## src/rtl/mem_dma_if.sv

```systemverilog
// Groups the mem_dma command, status and memory-port signals into one bundle.
// master is the DMA engine side; slave is the requester/memory side.
interface mem_dma_if;
    logic        start;
    logic        mode;
    logic [15:0] src_addr;
    logic [15:0] dst_addr;
    logic [15:0] length;
    logic [15:0] fill_value;
    logic        busy;
    logic        done;
    logic        mem_write;
    logic [15:0] mem_write_address;
    logic [15:0] mem_write_data;
    logic [15:0] mem_read_address;
    logic [15:0] mem_read_data;

    modport master (
        input  start, mode, src_addr, dst_addr, length, fill_value, mem_read_data,
        output busy, done, mem_write, mem_write_address, mem_write_data, mem_read_address
    );

    modport slave (
        output start, mode, src_addr, dst_addr, length, fill_value, mem_read_data,
        input  busy, done, mem_write, mem_write_address, mem_write_data, mem_read_address
    );
endinterface

```

## src/rtl/mem_dma.sv

```systemverilog
// Word copy/fill DMA engine with memmove-safe direction choice, one write per cycle.
// Latency: start at edge t -> writes on cycles t+1..t+length, done on t+length+1.
// Backpressure: none; memory is assumed to accept a write and return read data every cycle.
module mem_dma (
    input  logic          clk,
    input  logic          reset,
    mem_dma_if.master     bus
);
    typedef enum logic [1:0] {IDLE, XFER, DONE} state_t;

    state_t      state, state_nxt;
    logic        mode_q, bwd_q;
    logic [15:0] src_q, dst_q, len_q, fill_q, cnt_q;
    logic [15:0] diff, offset;
    logic        last, latch, step;

    logic        busy_c, done_c, wr_c;
    logic [15:0] wr_addr_c, wr_data_c, rd_addr_c;

    // Copy runs backward only when the destination starts inside the source window.
    assign diff   = bus.dst_addr - bus.src_addr;
    assign offset = bwd_q ? (len_q - 16'd1 - cnt_q) : cnt_q;
    assign last   = (cnt_q == (len_q - 16'd1));

    always_ff @(posedge clk) begin
        if (reset) state <= IDLE;
        else       state <= state_nxt;
    end

    always_comb begin
        state_nxt = state;
        latch     = 1'b0;
        step      = 1'b0;
        busy_c    = 1'b0;
        done_c    = 1'b0;
        wr_c      = 1'b0;
        wr_addr_c = 16'd0;
        wr_data_c = 16'd0;
        rd_addr_c = 16'd0;
        case (state)
            IDLE: begin
                if (bus.start) begin
                    latch     = 1'b1;
                    state_nxt = (bus.length != 16'd0) ? XFER : DONE;
                end
            end
            XFER: begin
                busy_c    = 1'b1;
                wr_c      = 1'b1;
                step      = 1'b1;
                wr_addr_c = dst_q + offset;
                rd_addr_c = mode_q ? 16'd0 : (src_q + offset);
                wr_data_c = mode_q ? fill_q : bus.mem_read_data;
                if (last) state_nxt = DONE;
            end
            DONE: begin
                done_c    = 1'b1;
                state_nxt = IDLE;
            end
            default: state_nxt = IDLE;
        endcase
    end

    always_ff @(posedge clk) begin
        if (reset) begin
            mode_q <= 1'b0;
            bwd_q  <= 1'b0;
            src_q  <= 16'd0;
            dst_q  <= 16'd0;
            len_q  <= 16'd0;
            fill_q <= 16'd0;
            cnt_q  <= 16'd0;
        end else if (latch) begin
            mode_q <= bus.mode;
            bwd_q  <= !bus.mode && (diff != 16'd0) && (diff < bus.length);
            src_q  <= bus.src_addr;
            dst_q  <= bus.dst_addr;
            len_q  <= bus.length;
            fill_q <= bus.fill_value;
            cnt_q  <= 16'd0;
        end else if (step) begin
            cnt_q  <= cnt_q + 16'd1;
        end
    end

    assign bus.busy              = busy_c;
    assign bus.done              = done_c;
    assign bus.mem_write         = wr_c;
    assign bus.mem_write_address = wr_addr_c;
    assign bus.mem_write_data    = wr_data_c;
    assign bus.mem_read_address  = rd_addr_c;
endmodule

```

## src/flat_wrapper.sv

```systemverilog
// flat-port wrapper written by rule: the top's interface ports become plain ports
module mem_dma_flat 
  (clk, reset, bus_start, bus_mode, bus_src_addr, bus_dst_addr, bus_length, bus_fill_value, bus_mem_read_data, bus_busy, bus_done, bus_mem_write, bus_mem_write_address, bus_mem_write_data, bus_mem_read_address);
  mem_dma_if bus_i ();
  input  logic clk;
  input  logic reset;
  input wire logic [$bits(bus_i.start)-1:0] bus_start;
  input wire logic [$bits(bus_i.mode)-1:0] bus_mode;
  input wire logic [$bits(bus_i.src_addr)-1:0] bus_src_addr;
  input wire logic [$bits(bus_i.dst_addr)-1:0] bus_dst_addr;
  input wire logic [$bits(bus_i.length)-1:0] bus_length;
  input wire logic [$bits(bus_i.fill_value)-1:0] bus_fill_value;
  input wire logic [$bits(bus_i.mem_read_data)-1:0] bus_mem_read_data;
  output wire logic [$bits(bus_i.busy)-1:0] bus_busy;
  output wire logic [$bits(bus_i.done)-1:0] bus_done;
  output wire logic [$bits(bus_i.mem_write)-1:0] bus_mem_write;
  output wire logic [$bits(bus_i.mem_write_address)-1:0] bus_mem_write_address;
  output wire logic [$bits(bus_i.mem_write_data)-1:0] bus_mem_write_data;
  output wire logic [$bits(bus_i.mem_read_address)-1:0] bus_mem_read_address;
  assign bus_i.start = bus_start;
  assign bus_i.mode = bus_mode;
  assign bus_i.src_addr = bus_src_addr;
  assign bus_i.dst_addr = bus_dst_addr;
  assign bus_i.length = bus_length;
  assign bus_i.fill_value = bus_fill_value;
  assign bus_i.mem_read_data = bus_mem_read_data;
  assign bus_busy = bus_i.busy;
  assign bus_done = bus_i.done;
  assign bus_mem_write = bus_i.mem_write;
  assign bus_mem_write_address = bus_i.mem_write_address;
  assign bus_mem_write_data = bus_i.mem_write_data;
  assign bus_mem_read_address = bus_i.mem_read_address;
  mem_dma u_core (.clk(clk), .reset(reset), .bus(bus_i));
endmodule
```

## config.mk

```make
export PLATFORM = sky130hd
export DESIGN_NAME = mem_dma_flat
export DESIGN_NICKNAME = d
export VERILOG_FILES = /design/src/rtl/mem_dma_if.sv /design/src/rtl/mem_dma.sv /design/src/flat_wrapper.sv
export SDC_FILE = /design/constraint.sdc
export NUM_CORES = 1
export LEC_CHECK = 0
export CORE_MARGIN = 4
export CORE_UTILIZATION = 55
export CTS_BUF_LIST = sky130_fd_sc_hd__clkbuf_4 sky130_fd_sc_hd__clkbuf_8
export DETAILED_ROUTE_END_ITERATION = 16
export GPL_ROUTABILITY_DRIVEN = 0
export MAX_ROUTING_LAYER = met4
export PLACE_DENSITY_LB_ADDON = 0.3
export SLEW_MARGIN = 20
export SYNTH_ARGS = -nofsm -noshare
export SYNTH_HDL_FRONTEND = slang
export SYNTH_SLANG_ARGS = --single-unit
```

## constraint.sdc

```tcl
create_clock -name clk -period 6.3 [get_ports clk]
set_input_delay 1.89 -clock clk [delete_from_list [all_inputs] [get_ports clk]]
set_output_delay 1.89 -clock clk [all_outputs]
set_load 0.005 [all_outputs]
```

==> key figures, run 1 <==
Outcome
  • Status: finished, violations left
  • Failing checks: negative setup slack

Cells and area
  • Diode count: 0
  • Syn-to-layout area delta: 43.72%
  • # nets final: around 1400
  • Ratio of cells with drive above 1 in the final layout: 20.89%

Setup path
  • WP buf/inv: 3
  • CP Class: reg2out
  • Worst R2R Path Depth: 15
  • Levels on crit path: 18
  • Worst Setup SP: u_core.len_q[4]
  • Setup crit end: bus_mem_read_address[15]
  • Worst setup EP type: primary output
  • CP arrival: 4.76 ns
  • Req. time, crit path: 4.41 ns
  • Critical-path top delay cell: a211oi_1
  • Worst path max stage delay: 0.44 ns
  • Setup crit start kind: flip-flop
  • Reg2reg start: u_core.len_q[4]
  • Cells along the critical path: nor2_2, nand2_2, or3_4, nor3_4, buf_4, buf_4, nand3_1, xnor2_1, ha_1, nand4_1, or3_1, a211oi_1, nor3_1, xor2_2, o211a_1, or3_1, a21oi_2, buf_2
  • CP Max Fanout: 7
  • Reg2Reg Setup Slack: 3.12 ns
  • Top delay family on crit path: simple AND/OR/NAND/NOR gates
  • R2r endpoint: u_core.state[0]

Floorplan
  • Starting Density: between 50% and 60%
  • Die width: 122.2 um
  • Die height: 122.2 um
  • Core ar.: 12720 um^2
  • Ports: ~140
  • Cell row count: between 40 and 50
  • Die ar.: 14940 um^2

STA
  • RSZ-0062 raised after global routing: yes
  • # setup viols final: 6
  • Final Max Tran Viols: 0
  • Total negative slack: -1.087 ns
  • Final hold vios: 0
  • PnR worst setup slack: -0.3516 ns
  • Slew @ Worst Pin: 0.7824 ns
  • Slew margin rel.: between 40% and 50%
  • Minimum clock period: between 6 and 7 ns
  • Clk_skew: approximately 0.011 ns
  • Final Cycle Share: 105.6%
  • Max Fclk: 0.1503 GHz

Placement
  • HPWL after DPL: 17.84 mm
  • IO buf count: around 130

Clocking
  • Total CTS buffers: 9
  • Worst skew pair latency: 0.38 ns
  • # H-tree levels: 3
  • Root Driver: clkbuf_8
  • TritonCTS Sinks: 84
  • CTS tree: done
  • Clk buf depth: 2
  • Clock slew at reported path FFs: 0.09 ns

Worst hold path
  • Hold Path Class: reg2reg

GRT
  • Met1 usage: 38.59%
  • Number of global-route vias before repair: 7994
  • GRT busiest layer: met2
  • First-pass GRT wire length: ~38 mm
  • Met2 Use GR: around 56%
  • Largest net degree at the start of global routing: a little under 70
  • Met3 GRT Util: between 6 and 7%
  • Remaining Overflow, GRT: 0
  • GRT Total Usage: between 30 and 40%
  • Initial antenna violation count: 0

Power and ir drop
  • Total chip power: 2.186 mW
  • Leakage: 4.571 nW
  • PwrDens: 211.9 nW/um^2
  • Max IR drop VDD: 0.0001727 V

Yosys
  • Seq/Total Area, Yosys: 23.43%
  • Number of synthesized flops with an enable pin: 0
  • Syn Inst Count: 987
  • Synth Area per Inst: between 7 and 8 um^2
  • Syn. warnings: 0
  • Yosys reg bits: 84
  • Primary FF master, synth: dfxtp_1
  • Ys async rst share: 0%
  • Unique masters post-synth: 60
  • Post-Syn Area: 7177 um^2
  • Post-Syn Nets: 1152

Job
  • # Max-Cap Violations: 0

Detailed routing
  • WL/cell: 19.32 um
  • Number of routed nets with antenna violations: 0
  • DRC viols: 0
  • DR pass1 iterations: 6
  • Iter 0 DRT Violations: roughly 1100
  • Vias: 8614
  • Final WL: 27.09 mm
  • Via density: ~6.1
## state kept, by name, summed over array words and instances, names as in the netlist
name	cells
u_core.cnt_q	16
u_core.bwd_q	1
u_core.src_q	16
u_core.dst_q	16
u_core.state	2
u_core.mode_q	1
u_core.len_q	16
u_core.fill_q	16
## tightest hold or removal path, stage by stage, from the launching register on
cell and delay, ns:
dfxtp_1 0.32, nand2_1 0.05, a21oi_1 0.05
## power breakdown
group | switching, mW | internal, mW
Sequential | 0.0429 | 0.563
Clock | 0.210 | 0.233
Combinational | 0.583 | 0.554
## Yosys cell counts (23+ instances only)
library cell	count	area, um^2
nand2_1	179	671.9
a21oi_1	113	565.5
nor2_1	89	334.1
dfxtp_1	84	1682
ha_1	77	963.4
inv_1	64	240.2
xnor2_1	38	332.8
clkbuf_1	31	116.4
nor3_1	30	150.1
o21ai_0	28	140.1
xor2_1	28	245.2
a21o_1	25	187.7
mux2i_1	23	230.2
## cell families after synthesis
| group | Yosys count | share of synthesized area, % |
|---|---|---|
| adder cells (fa/ha/maj) | 81 | 14.54 |
| buffers and inverters | 102 | 5.404 |
| XOR/XNOR | 68 | 8.665 |
| AND/OR/NAND/NOR | 398 | 24.97 |
| AO/OA/AOI/OAI | 231 | 19.79 |
| flip-flops | 84 | 23.43 |
| multiplexers | 23 | 3.208 |
## what timing repair did
action,CTS,global route
gates cloned,0,0
hold buffers,0,0
setup buffers,19,10
resized for setup,96,78
setup endpoints to repair,17,19
pin swaps,59,56
## through the flow
stage	hold WS, ns	util, %	setup WS [ns]	cells	area, um^2
2_1_floorplan	0.4360	-	0.3447	987	7177
6_report	0.4642	81.08	-0.3516	1402	10310
3_3_place_gp	0.4448	73.66	-0.3428	1360	9371
3_5_place_dp	0.4496	73.66	-0.5359	1360	9371
4_1_cts	0.4628	78.39	-0.1309	1393	9973
5_1_grt	0.4897	81.08	-0.5891	1402	10310
## layout make-up
class | instances | area [um^2]
flip-flops and latches | 84 | 1694
clock buffers | 10 | 137.6
well taps | 172 | 215.2
repair buffers | 265 | 2310
inverters | 65 | 249.0
multi-input cells | 801 | 5625
clock inverters | 5 | 83.83
fillers | 818 | 2407
## layer usage
metal	share of wire [%]	up-vias
met4	6.0	0
li1	-	3924
met1	37	3996
met2	47	543
met5	0	-
met3	9.6	151
## placed cells by master (no fill, tap or decap), types with 8 or more instances in the layout
cell type        synthesis  final
nand4_1                 13     13
ha_1                    77     68
a21oi_1                113     95
a21o_1                  25     25
buf_4                    1    126
mux2i_1                 23     20
o21ai_0                 28     15
nor3_1                  30     20
nor4_1                  16     14
nor2_1                  89     82
nor3_2                   0      8
inv_1                   64     62
xnor2_1                 38     37
clkbuf_8                 0     10
buf_2                    1      9
nor2b_1                 11     10
o21a_1                   9      9
nand3_1                 17     17
dfxtp_1                 84     78
a21oi_2                  0     13
clkdlybuf4s50_1          0    116
nand2_1                179    174
nand2b_1                 8      8
xor2_1                  28     27
a211oi_1                10      9
## worst min path at each step
stage / from / endpoint / slack (ns) / depth (start not counted)
finish: u_core.fill_q[0] / u_core.fill_q[0] / 0.46 / 2
global route: u_core.src_q[12] / u_core.src_q[12] / 0.49 / 2
CTS: u_core.fill_q[0] / u_core.fill_q[0] / 0.46 / 2
detailed placement: u_core.fill_q[0] / u_core.fill_q[0] / 0.45 / 2
global placement: u_core.fill_q[6] / u_core.fill_q[6] / 0.44 / 2
floorplan: u_core.fill_q[0] / u_core.fill_q[0] / 0.44 / 2
(Power assumes the default switching activity.)
==> inputs of run 2 (changes only) <==
--- a/config.mk
+++ b/config.mk
@@ -5,14 +5,15 @@
 export SDC_FILE = /design/constraint.sdc
 export NUM_CORES = 1
 export LEC_CHECK = 0
+export CORE_ASPECT_RATIO = 0.7
 export CORE_MARGIN = 4
 export CORE_UTILIZATION = 55
 export CTS_BUF_LIST = sky130_fd_sc_hd__clkbuf_4 sky130_fd_sc_hd__clkbuf_8
 export DETAILED_ROUTE_END_ITERATION = 16
-export GPL_ROUTABILITY_DRIVEN = 0
+export GPL_ROUTABILITY_DRIVEN = 1
 export MAX_ROUTING_LAYER = met4
 export PLACE_DENSITY_LB_ADDON = 0.3
-export SLEW_MARGIN = 20
+export SLEW_MARGIN = 0
 export SYNTH_ARGS = -nofsm -noshare
 export SYNTH_HDL_FRONTEND = slang
 export SYNTH_SLANG_ARGS = --single-unit
==> key figures, run 2 (synthesis results as in run 1) <==
Outcome
  • Status: finished, violations left
  • Failing checks: negative setup slack

Detailed routing
  • Iter 0 DRT Violations: 799
  • DR pass1 iterations: 5
  • WL met2: 12.44 mm
  • WL met3: 2.525 mm
  • Final WL: approximately 27 mm
  • Routed met1 length: 11.15 mm
  • Top Metal Used: met4
  • Number of routed nets with antenna violations: 0
  • Vias: 8466
  • Via density: 6.078
  • WL/cell: 19.51 um
  • DRC viols: 0

Placement
  • Placed cell count: around 1400
  • GPL Wtd Cong: 0.9602
  • HPWL after DPL: 18.51 mm
  • Place WS: -0.2641 ns
  • IO buf count: 134
  • Placed Area: between 9000 and 10000 um^2

STA
  • Final hold slack: ~0.46 ns
  • # setup viols final: 10
  • Total negative slack: -1.253 ns
  • Final Max Tran Viols: 0
  • RSZ-0062 raised after global routing: yes
  • Minimum clock period: 6.583 ns
  • Clk_skew: 0.01040 ns
  • Final Cycle Share: 104.5%
  • Slew margin rel.: between 40% and 50%
  • Final hold vios: 0
  • Max Fclk: 0.1519 GHz
  • PnR worst setup slack: -0.2830 ns
  • Slew @ Worst Pin: 0.8445 ns

Clocking
  • Clock slew at reported path FFs: 0.10 ns
  • TritonCTS Sinks: 84
  • Worst skew pair latency: ~0.38 ns
  • Root Driver: clkbuf_8
  • # H-tree levels: 3
  • Total CTS buffers: 9
  • Clk buf depth: 2
  • CTS tree: done

Cells and area
  • Fin area: 10490 um^2
  • Non-filler instance count after layout: 1393
  • Most common cell after layout, fill and taps aside: nand2_1
  • Most frequent cells in the layout: nand2_1, buf_4, clkdlybuf4s50_1
  • Final Core Density: 83.31%
  • # nets final: 1391
  • Ratio of cells with drive above 1 in the final layout: 22.34%
  • Diode count: 0
  • Syn-to-layout area delta: 46.17%

Setup path
  • Cells along the critical path: inv_4, ha_4, buf_6, xor2_1, ha_2, nor2b_1, o21ai_2, a21oi_2, a211oi_2, buf_4, o21bai_1, a21oi_1, xor2_1, mux2i_2, buf_4, ha_4, a21o_1, a311oi_2, nor2_2, buf_4, o41ai_4, o21ai_1, a21oi_2, buf_2
  • Top delay family on crit path: compound AO/OA/AOI/OAI gates
  • Req. time, crit path: 4.41 ns
  • Setup crit start kind: flip-flop
  • R2r endpoint: u_core.bwd_q
  • Levels on crit path: 24
  • CP arrival: roughly 4.7 ns
  • Worst path max stage delay: around 0.37 ns
  • Worst setup EP type: primary output
  • Reg2Reg Setup Slack: between 3 and 4 ns
  • CP Max Fanout: 4
  • Worst R2R Path Depth: 8
  • Worst Setup SP: u_core.len_q[0]
  • WP buf/inv: 6
  • Reg2reg start: u_core.state[1]
  • Critical-path top delay cell: dfxtp_2
  • Cell repeated most along the worst path: buf_4
  • Setup crit end: bus_mem_read_address[15]
  • CP Class: reg2out

Worst hold path
  • Hold Path Class: reg2reg
  • Hold depth: 2

GRT
  • First-pass GRT wire length: approximately 39 mm
  • Number of global-route vias before repair: 7824
  • Initial antenna violation count: 0
  • Remaining Overflow, GRT: 0
  • Largest net degree at the start of global routing: 69
  • GRT Total Usage: 32.52%

Power and ir drop
  • Total chip power: 2.181 mW
  • Max IR drop VDD: 0.0001509 V
  • Net Sw Frac: 40.54%
  • NetSw: between 800 and 900 uW
  • Seq pwr share: 27.4%
  • Internal power: 1.297 mW
  • PwrDens: 207.9 nW/um^2
  • Clk pwr share: 17.9%
  • Leakage: roughly 4.5 nW
  • Combinational power share: 54.8%

Floorplan
  • Die height: slightly above 100 um
  • Core ar.: 12590 um^2
  • Starting Density: a little under three fifths
  • Cell row count: 34
  • Ports: 135
  • Die width: 144.5 um
  • Die ar.: 14970 um^2

Job
  • # Max-Cap Violations: 0
[run 2: cell count changes in the layout (fill, tap and decap cells not counted), sizes merged]
cell	before	now
inv	65	68
clkbuf	11	10
clkinvlp	2	0
dlymetal6s2s	7	2
buf	140	142
clkinv	1	3
clkdlybuf4s50	116	120
bufinv	2	0
[run 2: worst min-delay path by stage]
| stage | to | startpoint | slack [ns] |
|---|---|---|---|
| 4_1_cts | u_core.fill_q[15] | u_core.fill_q[15] | 0.46 |
| 6_report | u_core.fill_q[15] | u_core.fill_q[15] | 0.46 |
| 3_5_place_dp | u_core.fill_q[15] | u_core.fill_q[15] | 0.45 |
| 3_3_place_gp | u_core.fill_q[13] | u_core.fill_q[13] | 0.44 |
| 2_1_floorplan | u_core.fill_q[0] | u_core.fill_q[0] | 0.44 |
| 5_1_grt | u_core.fill_q[6] | u_core.fill_q[6] | 0.48 |
[run 2: timing repair]
item | CTS | global route
resized for setup | 82 | 121
hold buffers | 0 | 0
buffers inserted | 12 | 17
setup endpoints to repair | 18 | 18
pin swaps | 40 | 79
[run 2: power by group through the flow]
stage | Combinational (mW) | Clock (mW) | Sequential (mW)
floorplan | 0.564 | 0 | 0.592
global placement | 0.925 | 0 | 0.601
detailed placement | 0.942 | 0 | 0.602
CTS | 0.997 | 0.391 | 0.591
global route | 1.27 | 0.410 | 0.599
finish | 1.19 | 0.390 | 0.597
[run 2: worst register-to-register path, cell delays in order, from the launching register on]
cell and delay, ns:
dfxtp_1 0.36, or3_2 0.47, buf_4 0.35, nand2b_1 0.72, o21ai_0 0.18, or4_1 0.45
nor4_1 0.22, nand3b_1 0.11, o31a_1 0.25
[run 2: area by class of cell]
class                           instances  area, um^2
Multi-Input combinational cell        801        5843
Timing Repair Buffer                  265        2313
Fill cell                             765        2102
Sequential cell                        84        1695
Inverter                               65       249.0
Tap cell                              162       202.7
Clock buffer                           10       131.4
Clock inverter                          6       55.05
[run 2: per-layer routing]
metal  GRT usage [%]  vias to the layer above
met3           6.863                      105
met1           44.11                     3984
met5               -                        -
met2           49.17                      473
met4           8.921                        0
li1                -                     3904
==> inputs of run 3 (changes only) <==
--- a/config.mk
+++ b/config.mk
@@ -5,12 +5,14 @@
 export SDC_FILE = /design/constraint.sdc
 export NUM_CORES = 1
 export LEC_CHECK = 0
+export CAP_MARGIN = 30
 export CORE_ASPECT_RATIO = 0.7
 export CORE_MARGIN = 4
 export CORE_UTILIZATION = 55
 export CTS_BUF_LIST = sky130_fd_sc_hd__clkbuf_4 sky130_fd_sc_hd__clkbuf_8
 export DETAILED_ROUTE_END_ITERATION = 16
 export GPL_ROUTABILITY_DRIVEN = 1
+export GPL_TIMING_DRIVEN = 0
 export MAX_ROUTING_LAYER = met4
 export PLACE_DENSITY_LB_ADDON = 0.3
 export SLEW_MARGIN = 0
==> key figures, run 3 (synthesis results as in run 1) <==
Outcome
  • Status: finished, violations left
  • Failing checks: negative setup slack

Clocking
  • Clk buf depth: 2
  • # hold bufs at CTS: 0
  • TritonCTS Sinks: between 80 and 90
  • CTS tree: done
  • Clock slew at reported path FFs: 0.10 ns
  • Worst skew pair latency: 0.38 ns
  • Root Driver: clkbuf_8
  • # H-tree levels: 3
  • Total CTS buffers: 9

Power and ir drop
  • Net Sw Frac: 41.09%
  • Seq pwr share: ~29%
  • Clk pwr share: 19.2%
  • Leakage: ~4.1 nW
  • NetSw: around 850 uW
  • Internal power: 1.222 mW
  • Max IR drop VDD: 0.0001167 V
  • PwrDens: 208.5 nW/um^2
  • Combinational power share: between 50 and 60%

Setup path
  • Worst R2R Path Depth: 13
  • R2r endpoint: u_core.state[0]
  • Worst setup EP type: primary output
  • CP Class: reg2out
  • CP arrival: 4.69 ns
  • Reg2reg start: u_core.len_q[3]
  • Setup crit start kind: flip-flop
  • Req. time, crit path: 4.41 ns
  • Reg2Reg Setup Slack: 3.24 ns
  • CP Max Fanout: 7

STA
  • # setup viols final: 10
  • Total negative slack: -1.589 ns
  • Final hold slack: 0.4614 ns
  • Max Fclk: 0.1521 GHz
  • Slew @ Worst Pin: 0.7912 ns
  • Final Max Tran Viols: 0
  • Slew margin rel.: 47.25%
  • Minimum clock period: 6.577 ns
  • PnR worst setup slack: -0.2765 ns
  • Final hold vios: 0
  • RSZ-0062 raised after global routing: yes
  • Final Cycle Share: 104.4%
  • Clk_skew: 0.01151 ns

Floorplan
  • Die ar.: 14970 um^2
  • Die height: 103.6 um
  • Core ar.: 12590 um^2
  • Die width: 144.5 um
  • Starting Density: a little under three fifths
  • Ports: 135
  • Cell row count: 34

GRT
  • GRT Total Usage: 32.76%
  • First-pass GRT wire length: 38.41 mm
  • Number of global-route vias before repair: 7544
  • Initial antenna violation count: 0
  • Largest net degree at the start of global routing: 17
  • Remaining Overflow, GRT: 0

Detailed routing
  • Final WL: 26.03 mm
  • Iter 0 DRT Violations: 902
  • Number of routed nets with antenna violations: 0
  • DR pass1 iterations: 5
  • WL/cell: 19.34 um
  • Via density: between 6 and 7
  • DRC viols: 0
  • Vias: approximately 8300

Worst hold path
  • Hold depth: 2
  • Hold Startpoint: u_core.fill_q[5]
  • Hold Path Class: reg2reg
  • Hold Path Sink: u_core.fill_q[5]

Cells and area
  • # nets final: 1344
  • Most frequent cells in the layout: nand2_1, clkdlybuf4s50_1, a21oi_1
  • Diode count: 0
  • Non-filler instance count after layout: 1346
  • Ratio of cells with drive above 1 in the final layout: 15.63%
  • Syn-to-layout area delta: 38.65%
  • Most common cell after layout, fill and taps aside: nand2_1
  • Storage cell area: 1697 um^2
  • FILL cells: 863
  • Multi-input gate area: 5766 um^2

Placement
  • GPL Wtd Cong: 0.9957
  • Placed cell count: 1282
  • HPWL after DPL: 17.74 mm
  • Place WS: -0.8988 ns
  • IO buf count: 133

Job
  • # Max-Cap Violations: 0
-- run 3: cell types whose count changed in the layout (fill, tap and decap cells not counted), sizes merged --
cell           delta
clkinv            -1
dlygate4sd2       +1
dlymetal6s2s      +1
clkinvlp          +1
buf              -82
clkdlybuf4s15     +1
clkbuf           +32
-- run 3: layer usage --
layer / track usage [%] / up-vias / share of wire, %
met1: 45.81 / 3901 / 42
met2: 48.68 / 463 / 46
met4: 9.454 / 0 / 3.4
li1: - / 3824 / -
met3: 5.620 / 91 / 9.2
met5: - / - / 0
-- run 3: cell type report --
class / count / share of cell area [%]
Timing Repair Buffer: 182 / 17.11
Inverter: 65 / 2.502
Clock buffer: 10 / 1.383
Clock inverter: 6 / 0.5407
Multi-Input combinational cell: 801 / 57.94
Sequential cell: 84 / 17.05
Buffer: 36 / 1.433
Tap cell: 162 / 2.037
-- run 3: critical path: stages (launching register included) --
cell,delay [ns]
dfxtp_4,0.39
buf_12,0.13
nor4_4,0.29
nand2_2,0.13
xnor2_2,0.29
ha_4,0.28
a21o_1,0.22
a211oi_4,0.30
xnor2_1,0.16
nand2_1,0.11
o21ai_4,0.13
buf_6,0.14
ha_4,0.21
a21o_1,0.20
or3_4,0.34
o2111a_1,0.28
buf_4,0.15
nor3_4,0.11
xor2_1,0.22
nor2_1,0.06
buf_2,0.15
-- run 3: per-stage QoR --
step           utilization [%]  area [um^2]  power, mW
2_1_floorplan                -         7177      1.156
3_3_place_gp             69.18         8711      1.398
3_5_place_dp             69.18         8711      1.414
4_1_cts                  75.93         9562      1.928
5_1_grt                  79.02         9951      2.177
6_report                 79.02         9951      2.075
-- run 3: what timing repair did --
action,CTS,global route
pin swaps,48,50
buffers inserted,35,16
setup endpoints to repair,18,19
resized for setup,123,65
-- run 3: power by group through the flow --
| stage | logic (mW) | clock network [mW] | registers [mW] |
|---|---|---|---|
| 2_1_floorplan | 0.564 | 0 | 0.592 |
| 3_3_place_gp | 0.798 | 0 | 0.600 |
| 3_5_place_dp | 0.814 | 0 | 0.601 |
| 4_1_cts | 0.942 | 0.394 | 0.593 |
| 5_1_grt | 1.16 | 0.421 | 0.600 |
| 6_report | 1.08 | 0.398 | 0.597 |
-- run 3: worst max-delay path by stage --
stage | start | endpoint | depth (start not counted)
final | u_core.len_q[4] | bus_mem_write_address[13] | 20
after global placement | u_core.len_q[0] | bus_mem_read_address[15] | 21
after global routing | u_core.len_q[4] | bus_mem_write_address[13] | 20
after detailed placement | u_core.len_q[0] | bus_mem_read_address[15] | 21
after floorplan | u_core.len_q[0] | bus_mem_read_address[15] | 21
after CTS | u_core.len_q[1] | bus_mem_read_address[15] | 21
==> patch (flow settings as in run 2) <==
Encoding of `state_t`: now one-hot (3 bits for 3 states).
--- a/src/rtl/mem_dma.sv
+++ b/src/rtl/mem_dma.sv
@@ -6,7 +6,7 @@
     input  logic          reset,
     mem_dma_if.master     bus
 );
-    typedef enum logic [1:0] {IDLE, XFER, DONE} state_t;
+    typedef enum logic [2:0] {IDLE = 3'b001, XFER = 3'b010, DONE = 3'b100} state_t;
 
     state_t      state, state_nxt;
     logic        mode_q, bwd_q;
Behaviour: same outputs for any inputs over 4 cycles, from zero or initial values and one cycle with reset high; so few cycles prove little.
==> patch against run 2 <==
The run still ends with negative setup slack left. Total power decreased by 7.9%. Via count decreased by 5.3%. Sequential share of layout area grew 0.95 points. Routed wire length is 6.9% lower. Final area is 4.5% lower. Area after synthesis down 1.9%. Die area is 1.7% lower. Worst setup slack better by 0.066 ns. Sequential cell count rose by 1. Clock power shrank 6.4%. Critical endpoint unchanged.
==> patch: results (changes against run 2) <==
stage,metric,value,unit,change
outcome,status,finished with violations,,
outcome,violations,negative setup slack,,
clocking,hold_buffers,0,,unchanged
placement,place_area,0.00910,mm^2,-2.8%
clocking,clkLatencyLatePin,0.38,ns,about the same
routing,vias,8020,,-5.3%
placement,place_hpwl,17.9,mm,-3.4%
layout,instances_no_fill,1370,,-1.7%
power,ir_worst_vdd,118,uV,-22%
clocking,clk_path_buf_depth,2,,unchanged
grt,met1_usage,45.4,%,+1.3 points
logic_synthesis,async_flop_share,0,%,unchanged
layout,diodes,0,,unchanged
placement,place_inst,1322,,-2.1%
routing,m1WireLength,10.8,mm,-3.1%
logic_synthesis,synth_nets,1138,,-1.2%
layout,layout-drive-gt1-share,20.5,%,-1.8 points
grt,grt_pass1_vias,7530,,-3.8%
routing,drtIter0Drc,662,,-17%
placement,gp_congestion,0.979,,+2.0%
sta,slew_headroom,45.4,%,+1.7 points
worst_hold_path,hold_path.class,flip-flop to flip-flop,,
sta,clock_skew,0.00871,ns,-0.00170 ns
clocking,cts_buffers,9,,unchanged
grt,antenna_found_initial,1,,+1
logic_synthesis,synth_area_leaders,"dfxtp_1 (24%), ha_1 (14%), nand2_1 (9.8%)",,
grt,grt_pass1_wl,37.7,mm,-2.2%
critical_path,cp_max_fo,5,,+1
logic_synthesis,synth.avg_cell_area,7.24,um^2,-0.45%
grt,grt_use_total,33.5,%,+1.0 points
clocking,htreeDepth,3,,unchanged
power,power_leakage,0.00424,uW,-6.1%
routing,dr_wl_met3,2.58,mm,+2.1%
routing,top_layer,met4,,
critical_path,startpoint_type,flip-flop,,
logic_synthesis,synth_common_cells,"nand2_1 (183), a21oi_1 (103), nor2_1 (97)",,
sta,setup_slack,-0.217,ns,+0.0659 ns
sta,setup_viol,10,,unchanged
placement,place_ws,-0.391,ns,-0.127 ns
logic_synthesis,seq_area_frac_synth,24.2,%,+0.73 points
routing,met2_length,11.3,mm,-8.8%
routing,dr.pass1.iters,5,,unchanged
grt,met2_usage,51.7,%,+2.5 points
grt,met3_usage,7.60,%,+0.74 points
clocking,cts_root_buf,clkbuf_8,,
logic_synthesis,yosys_warnings,0,,unchanged
grt,grt_max_degree,69,,unchanged
sta,setup_tns,-1.16,ns,+0.0971 ns
logic_synthesis,synth_ff_type,dfxtp_1,,
placement,port_buffers,134,,unchanged
logic_synthesis,synth_cell_types,59,,-1.7%
routing,avgRoutedWirePerCell,18.5,um,-5.3%
[patch: cells by family after synthesis]
logic type	count (synthesis)	share of synthesized area, %
XOR/XNOR	67	8.33
buffers and inverters	106	5.76
multiplexers	21	2.98
flip-flops	85	24.2
adder cells (fa/ha/maj)	81	14.8
AO/OA/AOI/OAI	216	18.5
AND/OR/NAND/NOR	397	25.4
[patch: final cells by class]
type                    instances  area, um^2
repair buffers                254        2220
inverters                      71         272
flip-flops and latches         85        1710
well taps                     162         203
multi-input cells             782        5440
clock buffers                  10         138
clock inverters                 6        36.3
fillers                       825        2450
[patch: worst paths after layout]
path         cells after the start                        to  slack, ns         startpoint
max                             24  bus_mem_read_address[15]      -0.22    u_core.len_q[1]
min                              2         u_core.fill_q[11]       0.46  u_core.fill_q[11]
max reg2reg                     17           u_core.state[1]       3.23    u_core.len_q[2]
min reg2reg                      2         u_core.fill_q[11]       0.46  u_core.fill_q[11]
[patch: what timing repair did]
item	CTS	global route
setup buffers	22	12
endpoints found under the setup margin	15	19
endpoints found under the hold margin	0	0
pin swaps	47	40
gates resized for setup	93	65
[patch: critical path: stages (launching register included)]
cell      delay (ns)
dfxtp_2         0.35
inv_4           0.08
nand2_4         0.07
nor4_4          0.28
xor2_1          0.22
ha_2            0.27
nor2_1          0.09
a311oi_2        0.45
a21o_1          0.19
a21o_1          0.12
a21oi_2         0.05
xor2_1          0.15
mux2i_1         0.22
buf_4           0.16
ha_4            0.19
nand2_2         0.09
nor2_2          0.05
a21oi_4         0.14
o31ai_4         0.11
o41ai_4         0.32
buf_4           0.18
o21ai_4         0.05
a21o_1          0.17
a21oi_2         0.10
buf_2           0.13
[patch: power breakdown]
group,internal (uW),switching (uW)
logic,505,534
clock network,153,212
registers,570,35.8
total,1230,782
